File: config.mk
export PLATFORM = sky130hd
export DESIGN_NAME = stream_fifo_stage
export DESIGN_NICKNAME = d
export VERILOG_FILES = /design/src/rtl/stream_fifo_stage.sv
export SDC_FILE = /design/constraint.sdc
export NUM_CORES = 1
export LEC_CHECK = 0
export CAP_MARGIN = 20
export CORE_AREA = 2 2 135 137
export DETAILED_ROUTE_END_ITERATION = 7
export DIE_AREA = 0 0 137 139
export PLACE_DENSITY = 0.46
export SLEW_MARGIN = 20
export SYNTH_ARGS = -nofsm -noshare
export SYNTH_HDL_FRONTEND = slang
export SYNTH_SLANG_ARGS = --single-unit
export TNS_END_PERCENT = 100
File: constraint.sdc
create_clock -name clk -period 3.9 [get_ports clk]
set_input_delay 0.585 -clock clk [delete_from_list [all_inputs] [get_ports clk]]
set_output_delay 0.585 -clock clk [all_outputs]
set_load 0.005 [all_outputs]
File: src/rtl/stream_fifo_stage.sv
// stream_fifo_stage: small ready/valid FIFO that decouples downstream
// back-pressure from the producing unit, absorbing up to DEPTH words.
//
// Ports:
//   clk, rst           clock (rising edge), asynchronous active-high reset
//   flush              synchronous clear of all stored words
//   in_valid/in_ready/in_data     upstream handshake and word
//   out_valid/out_ready/out_data  downstream handshake and head word
//   level              number of stored words, 0..DEPTH
//   full, empty        level == DEPTH, level == 0
//
// Optional build macro: STREAM_FIFO_BYPASS_EN
//   When defined, an empty FIFO presents in_valid/in_data combinationally on
//   the output, and a word taken downstream in the same cycle is never stored.
//   When undefined, the minimum latency is one cycle and no in_* -> out_* path
//   exists.
module stream_fifo_stage #(
    parameter int unsigned DATA_W = 32,
    parameter int unsigned DEPTH  = 4,
    localparam int unsigned AW    = $clog2(DEPTH)
) (
    input  logic              clk,
    input  logic              rst,
    input  logic              flush,
    input  logic              in_valid,
    output logic              in_ready,
    input  logic [DATA_W-1:0] in_data,
    output logic              out_valid,
    input  logic              out_ready,
    output logic [DATA_W-1:0] out_data,
    output logic [AW:0]       level,
    output logic              full,
    output logic              empty
);

    localparam int unsigned LW = AW + 1;

    logic [DATA_W-1:0] mem [DEPTH];

    logic [AW-1:0] wr_ptr_q, wr_ptr_d;
    logic [AW-1:0] rd_ptr_q, rd_ptr_d;
    logic [LW-1:0] level_q,  level_d;

    logic push;
    logic pop;
    logic wr_en;
    logic rd_en;

    // Status is derived from the level counter only, never from pointers.
    assign level = level_q;
    assign full  = (level_q == LW'(DEPTH));
    assign empty = (level_q == '0);

    // in_ready ignores out_ready so the ready path is broken between stages.
    assign in_ready = !full && !flush;

    assign push = in_valid && in_ready;
    assign pop  = out_valid && out_ready;

`ifdef STREAM_FIFO_BYPASS_EN
    logic bypass_pass;

    // Empty FIFO falls through: the upstream word is presented directly.
    assign out_valid   = !flush && (!empty || in_valid);
    assign out_data    = empty ? in_data : mem[rd_ptr_q];

    // A fall-through word consumed in the same cycle never touches storage.
    assign bypass_pass = empty && in_valid && out_ready && !flush;
    assign wr_en       = push && !bypass_pass;
    assign rd_en       = pop && !empty;
`else
    assign out_valid = !empty && !flush;
    assign out_data  = mem[rd_ptr_q];
    assign wr_en     = push;
    assign rd_en     = pop;
`endif

    // Next-state for pointers and level; flush overrides any transfer.
    always_comb begin
        wr_ptr_d = wr_ptr_q;
        rd_ptr_d = rd_ptr_q;
        level_d  = level_q;
        if (flush) begin
            wr_ptr_d = '0;
            rd_ptr_d = '0;
            level_d  = '0;
        end else begin
            if (wr_en) begin
                wr_ptr_d = wr_ptr_q + AW'(1);
            end
            if (rd_en) begin
                rd_ptr_d = rd_ptr_q + AW'(1);
            end
            case ({wr_en, rd_en})
                2'b10:   level_d = level_q + LW'(1);
                2'b01:   level_d = level_q - LW'(1);
                default: level_d = level_q;
            endcase
        end
    end

    // Control state register.
    always_ff @(posedge clk or posedge rst) begin
        if (rst) begin
            wr_ptr_q <= '0;
            rd_ptr_q <= '0;
            level_q  <= '0;
        end else begin
            wr_ptr_q <= wr_ptr_d;
            rd_ptr_q <= rd_ptr_d;
            level_q  <= level_d;
        end
    end

    // Storage array; contents are not reset. flush blocks writes via in_ready.
    always_ff @(posedge clk) begin
        if (wr_en) begin
            mem[wr_ptr_q] <= in_data;
        end
    end

endmodule

== Word level (Yosys, flattened, before mapping) ==
Memory sizes are Yosys's and may differ from the RTL's.
Index checks and enable logic that the tools add are counted.

* Flip-flop bits (word level): 7
* Memory bits (writable): 128
* Input port bits: 37
* Memories kept: 1

{| class="wikitable"
|+ Memories
! name !! words !! bits a word !! read ports !! clocked after Yosys merged registers in !! write ports !! line !! RTL
|-
| mem || 4 || 32 || 1 || 0 || 1 || 38 || <nowiki>logic [DATA_W-1:0] mem [DEPTH];</nowiki>
|}

* $add $sub $neg: 4
* Equal/unequal tests: 3
* Mux-type cells: 8
* Reduce and logical (&&, ||, !) cells: 11

{| class="wikitable"
|+ Operators by type and width
! kind !! number
|-
| $mux 2 || 4
|-
| $pmux 3 s2 || 1
|-
| $add 2x1->2 const B || 2
|-
| $logic_and 1x1->1 || 4
|-
| $reduce_bool 2->1 || 2
|-
| $add 3x1->3 const B || 1
|-
| $eq 3x3->1 const B || 1
|-
| $logic_not 1->1 || 3
|-
| $logic_not 3->1 || 1
|-
| $mux 3 || 1
|-
| $reduce_bool 3->1 || 1
|-
| $sub 3x1->3 const B || 1
|-
| $eq 2x1->1 const B || 1
|-
| $eq 2x2->1 const B || 1
|-
| $mux 1 || 2
|}

== Logic depth before layout (Yosys ltp) ==
Gate-level depths: netlist of the first run.

* Word-level depth: 7
* Gate-level depth with buffers: 9

== Worst setup path after synthesis of the first run ==
OpenSTA, ideal clock, no wires.

* Path kind: register -> register
* Start: register level_q[1], in the netlist level[1]
* End: memory mem[0][0], enable pin
* Setup time: 0.392 ns
* Arrival: 1.775 ns
* Required time: 3.508 ns
* Slack: 1.733 ns
* Cell stages (with the launch flop): 4
* Buffers on the path: 0
* Cell sequence: dfrtp_1 > nor2_1 > a21oi_1 > and3_1

* Cells in the longest elaborated chain, start to end: 6

{| class="wikitable"
|+ Ends and longest elaborated chain
! item !! line !! RTL
|-
| start: declaration || 42 || <nowiki>logic [LW-1:0] level_q, level_d;</nowiki>
|-
| start signal: assignment || 111 || <nowiki>level_q <= level_d;</nowiki>
|-
| $eq 3x3->1 || 51 || <nowiki>assign full = (level_q == LW'(DEPTH));</nowiki>
|-
| $logic_not 1->1 || 55 || <nowiki>assign in_ready = !full && !flush;</nowiki>
|-
| $logic_and 1x1->1 || 55 ||
|-
| net in_ready || 26 || <nowiki>output logic in_ready,</nowiki>
|-
| $logic_and 1x1->1 || 57 || <nowiki>assign push = in_valid && in_ready;</nowiki>
|-
| $mux 1 || 117 || <nowiki>if (wr_en) begin</nowiki>
|-
| $mux 1 (not written as such) || 118 || <nowiki>mem[wr_ptr_q] <= in_data;</nowiki>
|-
| end: declaration || 38 ||
|}

The timed path passes the listed nets, and every way through them passes these cells.

== Worst setup path after layout of the first run ==
* Start: register rd_ptr_q[0]
* End: output out_data[7]

* Cells in the longest elaborated chain, start to end: 1

{| class="wikitable"
|+ Ends and longest elaborated chain
! item !! line !! RTL
|-
| start: declaration || 41 || <nowiki>logic [AW-1:0] rd_ptr_q, rd_ptr_d;</nowiki>
|-
| start signal: assignment || 110 || <nowiki>rd_ptr_q <= rd_ptr_d;</nowiki>
|-
| $mem_v2 4x32 || n/a ||
|-
| end: declaration || 30 || <nowiki>output logic [DATA_W-1:0] out_data,</nowiki>
|}

Every way passes these cells.

==> results of run 1 <==
path summary, 6_finish.rpt:
| path | end | slack [ns] | cells past startpoint | start |
|---|---|---|---|---|
| setup / recovery | out_data[7] | 0.82 | 3 | rd_ptr_q[0]$_DFFE_PP0P_ |
| hold / removal | rd_ptr_q[0]$_DFFE_PP0P_ | 0.42 | 2 | rst |
| max in group asynchronous | rd_ptr_q[1]$_DFFE_PP0P_ | 3.22 | 2 | rst |
| hold reg to reg | wr_ptr_q[0]$_DFFE_PP0P_ | 0.72 | 3 | wr_ptr_q[0]$_DFFE_PP0P_ |
| setup reg to reg | level[1]$_DFFE_PP0P_ | 1.46 | 9 | level[1]$_DFFE_PP0P_ |
| min in group clk | wr_ptr_q[0]$_DFFE_PP0P_ | 0.72 | 3 | wr_ptr_q[0]$_DFFE_PP0P_ |
area by class of cell:
cell class,instances,area [µm²]
Fill cell,1648,10800
Timing Repair Buffer,81,808
Clock inverter,14,174
Multi-Input combinational cell,85,1090
Inverter,5,18.8
Tap cell,229,287
Sequential cell,135,4020
Clock buffer,18,429
critical path, cell delays in order, from the launching register on:
cell	delay [ns]
dfrtp_2	0.77
buf_12	0.27
mux4_2	0.55
clkdlybuf4s50_1	0.46
metrics by stage:
step	util, %	setup slack (ns)	std cells	total power [µW]	area [µm²]
2_1_floorplan	-	1.73	238	1890	5200
6_report	38.7	0.824	567	3680	6830
3_3_place_gp	35.3	0.948	535	2110	6230
5_1_grt	38.7	0.669	567	3830	6830
4_1_cts	38.7	0.718	567	3740	6830
3_5_place_dp	35.3	0.841	535	2110	6230
metal layers:
metal  part of all wire (%)  wire length, µm  vias to the layer above  track usage (%)
li1                       -                -                     1152                -
met1                     45             4620                     1319             14.9
met2                     49             5000                       61             17.7
met3                    5.2              533                        6             4.24
met4                   0.67               68                        0             4.56
met5                      0                0                        -                0
power groups by stage:
| stage | clock [µW] | sequential [µW] | combinational [µW] |
|---|---|---|---|
| 5_1_grt | 1720 | 1690 | 421 |
| 2_1_floorplan | 0 | 1690 | 204 |
| 6_report | 1610 | 1680 | 385 |
| 3_5_place_dp | 0 | 1720 | 395 |
| 3_3_place_gp | 0 | 1720 | 394 |
| 4_1_cts | 1660 | 1690 | 397 |
state kept, by name (all words and copies together), names as in the netlist:
| register | cells |
|---|---|
| mem | 128 |
| wr_ptr_q | 2 |
| level | 3 |
| rd_ptr_q | 2 |
logic make-up (layout without fill, tap and decap cells):
| logic type | count (synthesis) | after routing |
|---|---|---|
| adders and majority gates | 5 | 5 |
| DFF | 135 | 135 |
| xor gates and xnor gates | 3 | 3 |
| AOI/OAI and AO/OA | 17 | 17 |
| muxes | 33 | 33 |
| and+or+nand+nor | 27 | 27 |
| buffers and inverters | 18 | 118 |
cell usage in the layout (no fill, tap or decap), types with 2 or more instances in the layout:
cell type,n
ha_1,4
xor2_1,2
a21oi_1,5
nand2b_1,3
dfrtp_1,5
inv_1,5
nor2_1,9
nor3_1,3
bufinv_16,3
buf_4,5
clkinvlp_4,3
clkdlybuf4s50_1,75
clkinv_4,3
a211oi_1,2
nand2_1,2
inv_6,3
o21ai_0,3
mux4_2,32
clkbuf_16,17
dfrtp_2,2
and2_1,2
and3_2,4
edfxtp_1,128
==> flow_summary.json, run 1 <==
{
  "synth-seq-area-share_pct": 77.3,
  "p_sw_share_pct": 21.4,
  "grt_usage_pct": 11.6,
  "tightest_slew_ns": 0.900,
  "core_mm2": 0.0177,
  "clkLatencyLatePin_ns": 0.41,
  "drv_cap": 0,
  "rows": 49,
  "critPathMaxFanout": 18,
  "detail_route.iter0.violations": 103,
  "cp.arrival_ns": 2.49,
  "async_reset_ff_share_pct": 5.19,
  "dieArea_mm2": 0.0190,
  "synth_fp_nets": 280,
  "grt_pass1_vias": 2788,
  "wirelength_um": 10200,
  "vdd_drop_max_v": 0.000305,
  "synth_seq_cells": 135,
  "ys_types": 34,
  "fin_hold_ws_ns": 0.416,
  "die_w_um": 137,
  "synth_ff_type": "edfxtp_1",
  "synth_simple_gate_area_share_pct": 2.79,
  "power_frac_clock_pct": 43.8,
  "fin_skew_ns": 0.0154,
  "synth_compound_gate_area_share_pct": 2.12,
  "drive_gt1_share_pct": 22.8,
  "syn_to_final_growth_pct": 31.4,
  "ys_top_cells_by_count": "128 x edfxtp_1, 32 x mux4_2, 9 x nor2_1, 7 x dfrtp_1",
  "finalNetCount": 367,
  "comb_power_share_pct": 10.5,
  "status": "completed",
  "yosysWarnings": 0,
  "synth_top_area_share_pct": 73.9,
  "gr-total-overflow": 0,
  "syn_area_mm2": 0.00520,
  "min_period_ns": 3.08,
  "cts_root_buf": "clkbuf_16",
  "avgViaCountPerCell": 4.48,
  "rsz0062_at_grt": "false",
  "synthMuxAreaShare_pct": 14.1,
  "hpwlAfterDp_um": 6340,
  "die_h_um": 139,
  "gp_congestion": 0.767,
  "seq_power_share_pct": 45.8,
  "grt_max_degree": 34,
  "finalSetupViolations": 0,
  "cts_max_path_buffers": 2,
  "max_freq_mhz": 325,
  "ant_nets": 0,
  "p_leak_uw": 0.00221,
  "hold_viol_final": 0,
  "hp-class": "in -> async",
  "final_max_slew_viol_count": 0,
  "worstSetupStartpointType": "flop",
  "synth_top_cell_by_area": "edfxtp_1",
  "tritoncts": "built",
  "switchingPower_uw": 789,
  "cts.sinks": 135,
  "drc": 0,
  "initial_utilization_pct": 29.5,
  "wire_per_inst_um": 18.0,
  "yosys.cell_count.top_type": "edfxtp_1",
  "yosys-top-cells-area": "edfxtp_1 74%, mux4_2 14%, dfrtp_1 3.4%",
  "antenna_found_initial": 0,
  "synth-xor-area-share_pct": 0.505,
  "crit_type": "reg -> out",
  "htree_levels": 4,
  "cts_hold_buf": 0,
  "cp.required_ns": 3.31,
  "path_clk_slew_ns": 0.06,
  "cts_setup_buffers": 0,
  "synthesis.instances": 238,
  "port_buffers": 75,
  "synth_top_family_by_area": "multiplexers",
  "setup_tns_ns": 0,
  "post_synth.cell_area_avg_um2": 21.8,
  "fin_crit_sh_pct": 78.9,
  "synth_edf_count": 128,
  "first_pass_iters": 4,
  "num_antenna_cells": 0,
  "pin_count": 76,
  "power_density_mw_per_mm2": 539,
  "relSlewSlack_pct": 40.0,
  "synthAdderAreaFrac_pct": 1.35,
  "route.vias.total": 2538,
  "postCtsResizedCells": 0,
  "cts_buffers": 17,
  "worst_setup_path_end_kind": "output port",
  "grt_pass1_wl_um": 16000,
  "internal_power_uw": 2890
}
(Power assumes the default switching activity.)
==> run 2: changes to the inputs <==
--- a/config.mk
+++ b/config.mk
@@ -9,7 +9,7 @@
 export CORE_AREA = 2 2 135 137
 export DETAILED_ROUTE_END_ITERATION = 7
 export DIE_AREA = 0 0 137 139
-export PLACE_DENSITY = 0.46
+export PLACE_DENSITY = 0.47
 export SLEW_MARGIN = 20
 export SYNTH_ARGS = -nofsm -noshare
 export SYNTH_HDL_FRONTEND = slang
==> constraint.sdc (replaced) <==
create_clock -name clk -period 2.5 [get_ports clk]
set_input_delay 0.375 -clock clk [delete_from_list [all_inputs] [get_ports clk]]
set_output_delay 0.375 -clock clk [all_outputs]
set_load 0.005 [all_outputs]
==> run 2 against run 1 <==
Against the previous run: first-iteration DRC count up 51%; hold slack worse by 0.21 ns; design area up 1.7%; sequential cell count stayed put; critical path type unchanged.
==> flow_summary.json, run 2 (same netlist as run 1, synthesis figures left out) <==
{
  "min_period_ns": 2.41,
  "largest_register_ffs": 128,
  "gr-total-overflow": 0,
  "grt_use_met3_pct": 4.93,
  "drive_gt1_share_pct": 26.1,
  "htree_levels": 4,
  "cts_max_path_buffers": 2,
  "crit_chain": "buf_12, mux4_2, clkdlybuf4s50_1",
  "dieArea_mm2": 0.0190,
  "port_buffers": 75,
  "antenna_found_initial": 1,
  "drv_cap": 0,
  "vdd_drop_max_v": 0.000482,
  "power_density_mw_per_mm2": 827,
  "die_h_um": 139,
  "pin_count": 76,
  "grt_max_degree": 28,
  "syn_to_final_growth_pct": 33.5,
  "setup_slack_ns": 0.0898,
  "finalNetCount": 381,
  "critPathMaxStageDelay_ns": 0.51,
  "hp-class": "in -> async",
  "hpwlAfterDp_um": 6180,
  "use_met2_pct": 17.5,
  "die_w_um": 137,
  "tritoncts": "built",
  "clkLatencyLatePin_ns": 0.42,
  "ant_nets": 0,
  "rows": 49,
  "wirelength_um": 10500,
  "status": "completed",
  "dp_slack_ns": 0.181,
  "route.vias.total": 2587,
  "detail_route.iter0.violations": 156,
  "final_max_slew_viol_count": 0,
  "grt.busiest_layer": "met2",
  "cts.sinks": 135,
  "cp.required_ns": 2.12,
  "tightest_slew_ns": 0.384,
  "cts_buffers": 17,
  "fin_skew_ns": 0.00974,
  "cp.arrival_ns": 2.04,
  "grt_pass1_vias": 2757,
  "final_cell_mix": "128 x edfxtp_1, 57 x clkdlybuf4s50_1, 32 x mux4_2",
  "first_pass_iters": 4,
  "max_freq_mhz": 415,
  "worst_setup_path_end_kind": "output port",
  "layout_commonest_cell": "edfxtp_1",
  "regMostFlops": "mem",
  "total_power_uw": 5740,
  "final_util_pct": 39.3,
  "cts_hold_buf": 0,
  "relSlewSlack_pct": 74.4,
  "fin_crit_sh_pct": 96.4,
  "p_leak_uw": 0.00235,
  "wire_per_inst_um": 18.0,
  "drc": 0,
  "grt_pass1_wl_um": 15800,
  "hold_viol_final": 0,
  "core_mm2": 0.0177,
  "worstSetupStartpointType": "flop",
  "initial_utilization_pct": 29.5,
  "avgViaCountPerCell": 4.45,
  "gp_congestion": 0.766,
  "slowest_stage": "mux4_2",
  "finalSetupViolations": 0,
  "grt_util_met1_pct": 15.1,
  "placed_cells": 546,
  "path_clk_slew_ns": 0.06,
  "crit_type": "reg -> out",
  "cts_root_buf": "clkbuf_16",
  "instances_no_fill": 581,
  "grt_usage_pct": 11.7,
  "critPathMaxFanout": 14,
  "num_antenna_cells": 0
}
[run 2: layout make-up]
type	instances	area, µm²
Clock inverter	15	176
Clock buffer	17	425
Inverter	5	18.8
Multi-Input combinational cell	85	1090
Fill cell	1637	10700
Timing Repair Buffer	95	923
Tap cell	229	287
Sequential cell	135	4020
[run 2: critical path, delay by kind of cell, from the launching register on]
family	cells	cell delay, ns
muxes	1	0.51
DFF	1	0.44
buffers and inverters	2	0.66
[run 2: path summary, 6_finish.rpt]
path / start / endpoint / slack [ns] / cells past startpoint
setup / recovery: rd_ptr_q[0]$_DFFE_PP0P_ / out_data[14] / 0.09 / 3
hold / removal: rst / level[0]$_DFFE_PP0P_ / 0.21 / 2
setup reg to reg: level[1]$_DFFE_PP0P_ / level[1]$_DFFE_PP0P_ / 0.28 / 9
hold reg to reg: wr_ptr_q[0]$_DFFE_PP0P_ / wr_ptr_q[0]$_DFFE_PP0P_ / 0.69 / 3
max in group asynchronous: rst / rd_ptr_q[0]$_DFFE_PP0P_ / 2.03 / 2
min in group clk: in_data[3] / mem[0][3]$_DFFE_PP_ / 0.59 / 1
[run 2: stage by stage]
stage | hold slack, ns | TNS, ns | cell area, µm²
2_1_floorplan | 0.178 | 0 | 5200
3_3_place_gp | 0.640 | 0 | 6310
3_5_place_dp | 0.649 | 0 | 6310
4_1_cts | 0.195 | 0 | 6890
5_1_grt | 0.221 | -0.00154 | 6940
6_report | 0.207 | 0 | 6940
[run 2: routing by layer]
metal	part of all wire [%]	wire length, µm	vias to the layer above
met4	1.3	139	2
met3	5.6	590	12
met5	0.12	13	-
li1	-	-	1181
met1	44	4640	1326
met2	49	5070	66
[run 2: report_power, final]
group | internal [µW] | total (µW) | leakage [µW] | switching [µW]
registers | 2560 | 2600 | 0.00125 | 35.1
logic | 380 | 640 | 0.000803 | 260
clock network | 1570 | 2500 | 0.000291 | 935
[run 2: timing repair]
action / in CTS / in global routing
cloned: 0 / 1
setup endpoints to repair: 15 / 12
setup buffers: 0 / 2
resized for setup: 15 / 4
==> RTL change 1 (config.mk and constraints of run 2) <==
Change the parameter `DEPTH` from 4 to 2.
--- a/src/rtl/stream_fifo_stage.sv
+++ b/src/rtl/stream_fifo_stage.sv
@@ -16,7 +16,7 @@
 //   exists.
 module stream_fifo_stage #(
     parameter int unsigned DATA_W = 32,
-    parameter int unsigned DEPTH  = 4,
+    parameter int unsigned DEPTH  = 2,
     localparam int unsigned AW    = $clog2(DEPTH)
 ) (
     input  logic              clk,
Interface: changed (resized level); port bits go from 76 to 75. No check against the original RTL was run, so the function may have changed too.
==> RTL change 1 against run 2 <==
  * Area after synthesis is 51% lower
  * Sequential cell count is 67 lower
  * Clock power is 52% lower
  * Power is 51% lower
  * Register-to-register slack better by 0.64 ns
  * Die area stayed put
  * Routed wire length is 47% lower
  * Worst setup slack better by 0.045 ns
  * Global-route usage is 5.2 points lower
  * Cell area is 44% lower
  * Critical endpoint unchanged
==> RTL change 1: results <==
[detailed_routing]
drt_iter0_drc = 39
met2_wirelength_um = 2460
first_pass_iters = 4
wl_per_cell_um = 12.5
wl_met1_um = 2430
via_per_inst = 3.24
highest-signal-layer = "met5"
wl_met3_um = 511

[sta]
worst_slew_pin_slew_ns = 0.388
skew_ns = 0.00641

[synthesis]
synth_nets = 164
ys_types = 19
yosys_warnings = 0
yosys-top-cells-count = "edfxtp_1, mux2_2"
synth_area_leaders = "edfxtp_1, mux2_2, dfrtp_1"
yosysSeqAreaShare_pct = 79.4
synth_edf_count = 64
postSynth.asyncResetShare_pct = 5.88

[global_route]
grtUsageMet1_pct = 7.65
grt_max_degree = 33
first_global_vias = 1589
grtUsageMet3_pct = 3.18
track_usage_pct = 6.43
met2_usage_pct = 9.06
grt_pass1_wl_um = 8620

[run_status]
status = "complete, no violations"

[worst_setup_path]
r2r_slack_ns = 0.92
slowest_delay_ns = 0.60
cp_top_family = "buffers and inverters"
cp_slowest_cell = "dfrtp_2"
cp.arrival_ns = 1.99

[layout]
fill_cells = 1876
nNetsFinal = 249
drive_above_1_share_pct = 24.5
largest_register_ff_count = 64

[clocking]
cts_buffers = 9
clk_latency_ns = 0.33
cts_setup_buffers = 0
cts_resized = 0
path_clk_slew_ns = 0.05
cts.htree.levels = 3

[placement]
dp.final_hpwl_um = 3550
gp_congestion = 0.711
portBuffers = 74

[power]
p_seq_share_pct = 46.9
p_comb_share_pct = 10.6
peakVddDrop_mv = 0.312
power_leakage_nw = 1.27
swShare_pct = 19.8
-- RTL change 1: cell count changes in the layout (fill, tap and decap cells not counted), moves of 4 or more --
cell / delta
buf_4: -16
clkbuf_16: -9
clkdlybuf4s50_1: +17
dlygate4sd2_1: -15
edfxtp_1: -64
ha_1: -4
mux2_2: +32
mux4_2: -32
nor2_1: -5
-- RTL change 1: path summary, 6_finish.rpt --
path,endpoint,from,cells past startpoint
setup / recovery,out_data[14],rd_ptr_q,3
hold / removal,level[1],rst,2
setup reg to reg,mem[1][4],level[1],4
hold reg to reg,wr_ptr_q,wr_ptr_q,2
max in group asynchronous,rd_ptr_q,rst,2
min in group clk,wr_ptr_q,wr_ptr_q,2
-- RTL change 1: kinds of logic (layout without fill, tap and decap cells) --
family	count (synthesis)	in the layout	share of synthesized area, %
AOI/OAI and AO/OA	8	8	1.77
xor gates and xnor gates	1	1	0.344
buffers and inverters	6	95	1.08
DFF	68	68	79.4
muxes	33	33	14.6
and+or+nand+nor	11	11	2.80
-- RTL change 1: stage by stage --
step	power, mW	hold WS, ns	area, um2	worst slack [ns]	instances
after floorplan	1.44	0.141	2560	0.439	127
after global placement	1.64	0.607	3640	0.453	430
after detailed placement	1.64	0.597	3640	0.432	430
after CTS	2.87	0.232	3910	0.0571	445
after global routing	2.93	0.254	3910	0.0120	445
final	2.81	0.234	3910	0.135	445
-- RTL change 1: layout make-up --
| type | instances | share of cell area, % |
|---|---|---|
| Sequential cell | 68 | 51.7 |
| Timing Repair Buffer | 78 | 20.7 |
| Multi-Input combinational cell | 53 | 13.1 |
| Tap cell | 229 | 7.32 |
| Clock buffer | 12 | 6.04 |
| Clock inverter | 3 | 0.991 |
| Inverter | 2 | 0.192 |
==> RTL change 2 (config.mk and constraints of run 2) <==
Made on the original files. Make the reset (`rst`) synchronous in one clocked block. Comments in the files are not updated.
--- a/src/rtl/stream_fifo_stage.sv
+++ b/src/rtl/stream_fifo_stage.sv
@@ -100,7 +100,7 @@
     end
 
     // Control state register.
-    always_ff @(posedge clk or posedge rst) begin
+    always_ff @(posedge clk) begin
         if (rst) begin
             wr_ptr_q <= '0;
             rd_ptr_q <= '0;
Function: differs if rst is asserted again (counterexample within 4 cycles, from zero or initial values and one cycle with rst high); with rst held inactive, the same outputs for 4 cycles.
==> RTL change 2 against run 2 <==
  * Via count down 3.4%
  * Sequential share of layout area shrank 0.095 points
  * Area after synthesis is 1.1% lower
  * Routed wire length shrank 6.2%
  * Worst setup slack gained 0.0088 ns
  * Sequential cell count is 2 higher
  * Cell area up 0.29%
  * Register-to-register slack worse by 0.03 ns
  * Critical endpoint is now out_data[26]
Power is not compared: it rests on default switching activity, and its combinational part moved more than twofold at a synthesized area within 25%.
==> RTL change 2: results <==
[run_status]
status = "complete, no violations"

[synthesis]
postSynth.asyncResetShare_pct = 0
synth_compound_area_share_pct = 0.803
muxShareOfSynthArea_pct = 14.6
synth_nets = 268
yosys-top-cells-count = "edfxtp_1, mux4_2, dfxtp_1"
synth_area_leaders = "edfxtp_1, mux4_2, dfxtp_1"
synth_fa_ha_area_share_pct = 1.61
synth_xor_area_share_pct = 0.341
ys_types = 26
yosys_warnings = 0

[clocking]
cts_buffers = 17
cts.htree.levels = 4
cts_resized = 0

[worst_setup_path]
critical_path.endpoint = "out_data[26]"
r2r_slack_ns = 0.25
r2r-start = "level[2]"
cp_slowest_cell = "mux4_2"
r2r-end = "level[2]"
rr_worst_depth = 8
crit_fanout = 17
cp_top_family = "buffers and inverters"
slowest_delay_ns = 0.53

[detailed_routing]
first_pass_iters = 5
vias = 2499
drt_iter0_drc = 105
wl_per_cell_um = 17.2

[sta]
skew_ns = 0.00736
worst_slack_ns = 0.0986
worst_slew_pin_slew_ns = 0.371

[global_route]
track_usage_pct = 11.3
first_global_vias = 2730
grt_pass1_wl_um = 15300
grt_antenna_before_repair = 0
grt_max_degree = 18

[worst_hold_path]
min_path_type = "flip-flop to flip-flop"

[placement]
dp_worst_setup_slack_ns = 0.0133
dp.final_hpwl_um = 6000
dpl_cell_area_mm2 = 0.00628

[layout]
nNetsFinal = 372
drive_above_1_share_pct = 26.0
fill_cells = 1618

[power]
power_density_mw_per_mm2 = 810
RTL change 2: cell count changes after synthesis, sizes merged, moves of 3 or more:
cell / before / now
dfxtp: 0 / 9
dfrtp: 7 / 0
clkbuf: 5 / 0
mux2i: 0 / 3
nand2b: 3 / 0
nor2: 9 / 6
or3: 0 / 3
RTL change 2: cell type report:
type,count,area [um2],area share (%)
Multi-Input combinational cell,74,1040,14.9
Clock buffer,19,433,6.22
Timing Repair Buffer,93,911,13.1
Sequential cell,137,4030,57.8
Inverter,6,22.5,0.323
Tap cell,229,287,4.11
Clock inverter,13,249,3.58
RTL change 2: layer usage:
metal	part of all wire (%)	up-vias	track usage, %	routed length (um)
met5	0	-	0	0
met4	2.0	0	5.21	194
met3	4.4	19	4.24	429
met2	50	61	17.7	4870
met1	44	1281	13.8	4310
li1	-	1138	-	-
RTL change 2: through the flow:
step	std cells	hold WS (ns)
floorplan	225	0.457
global placement	539	0.475
detailed placement	539	0.489
CTS	571	0.504
global route	571	0.537
finish	571	0.497
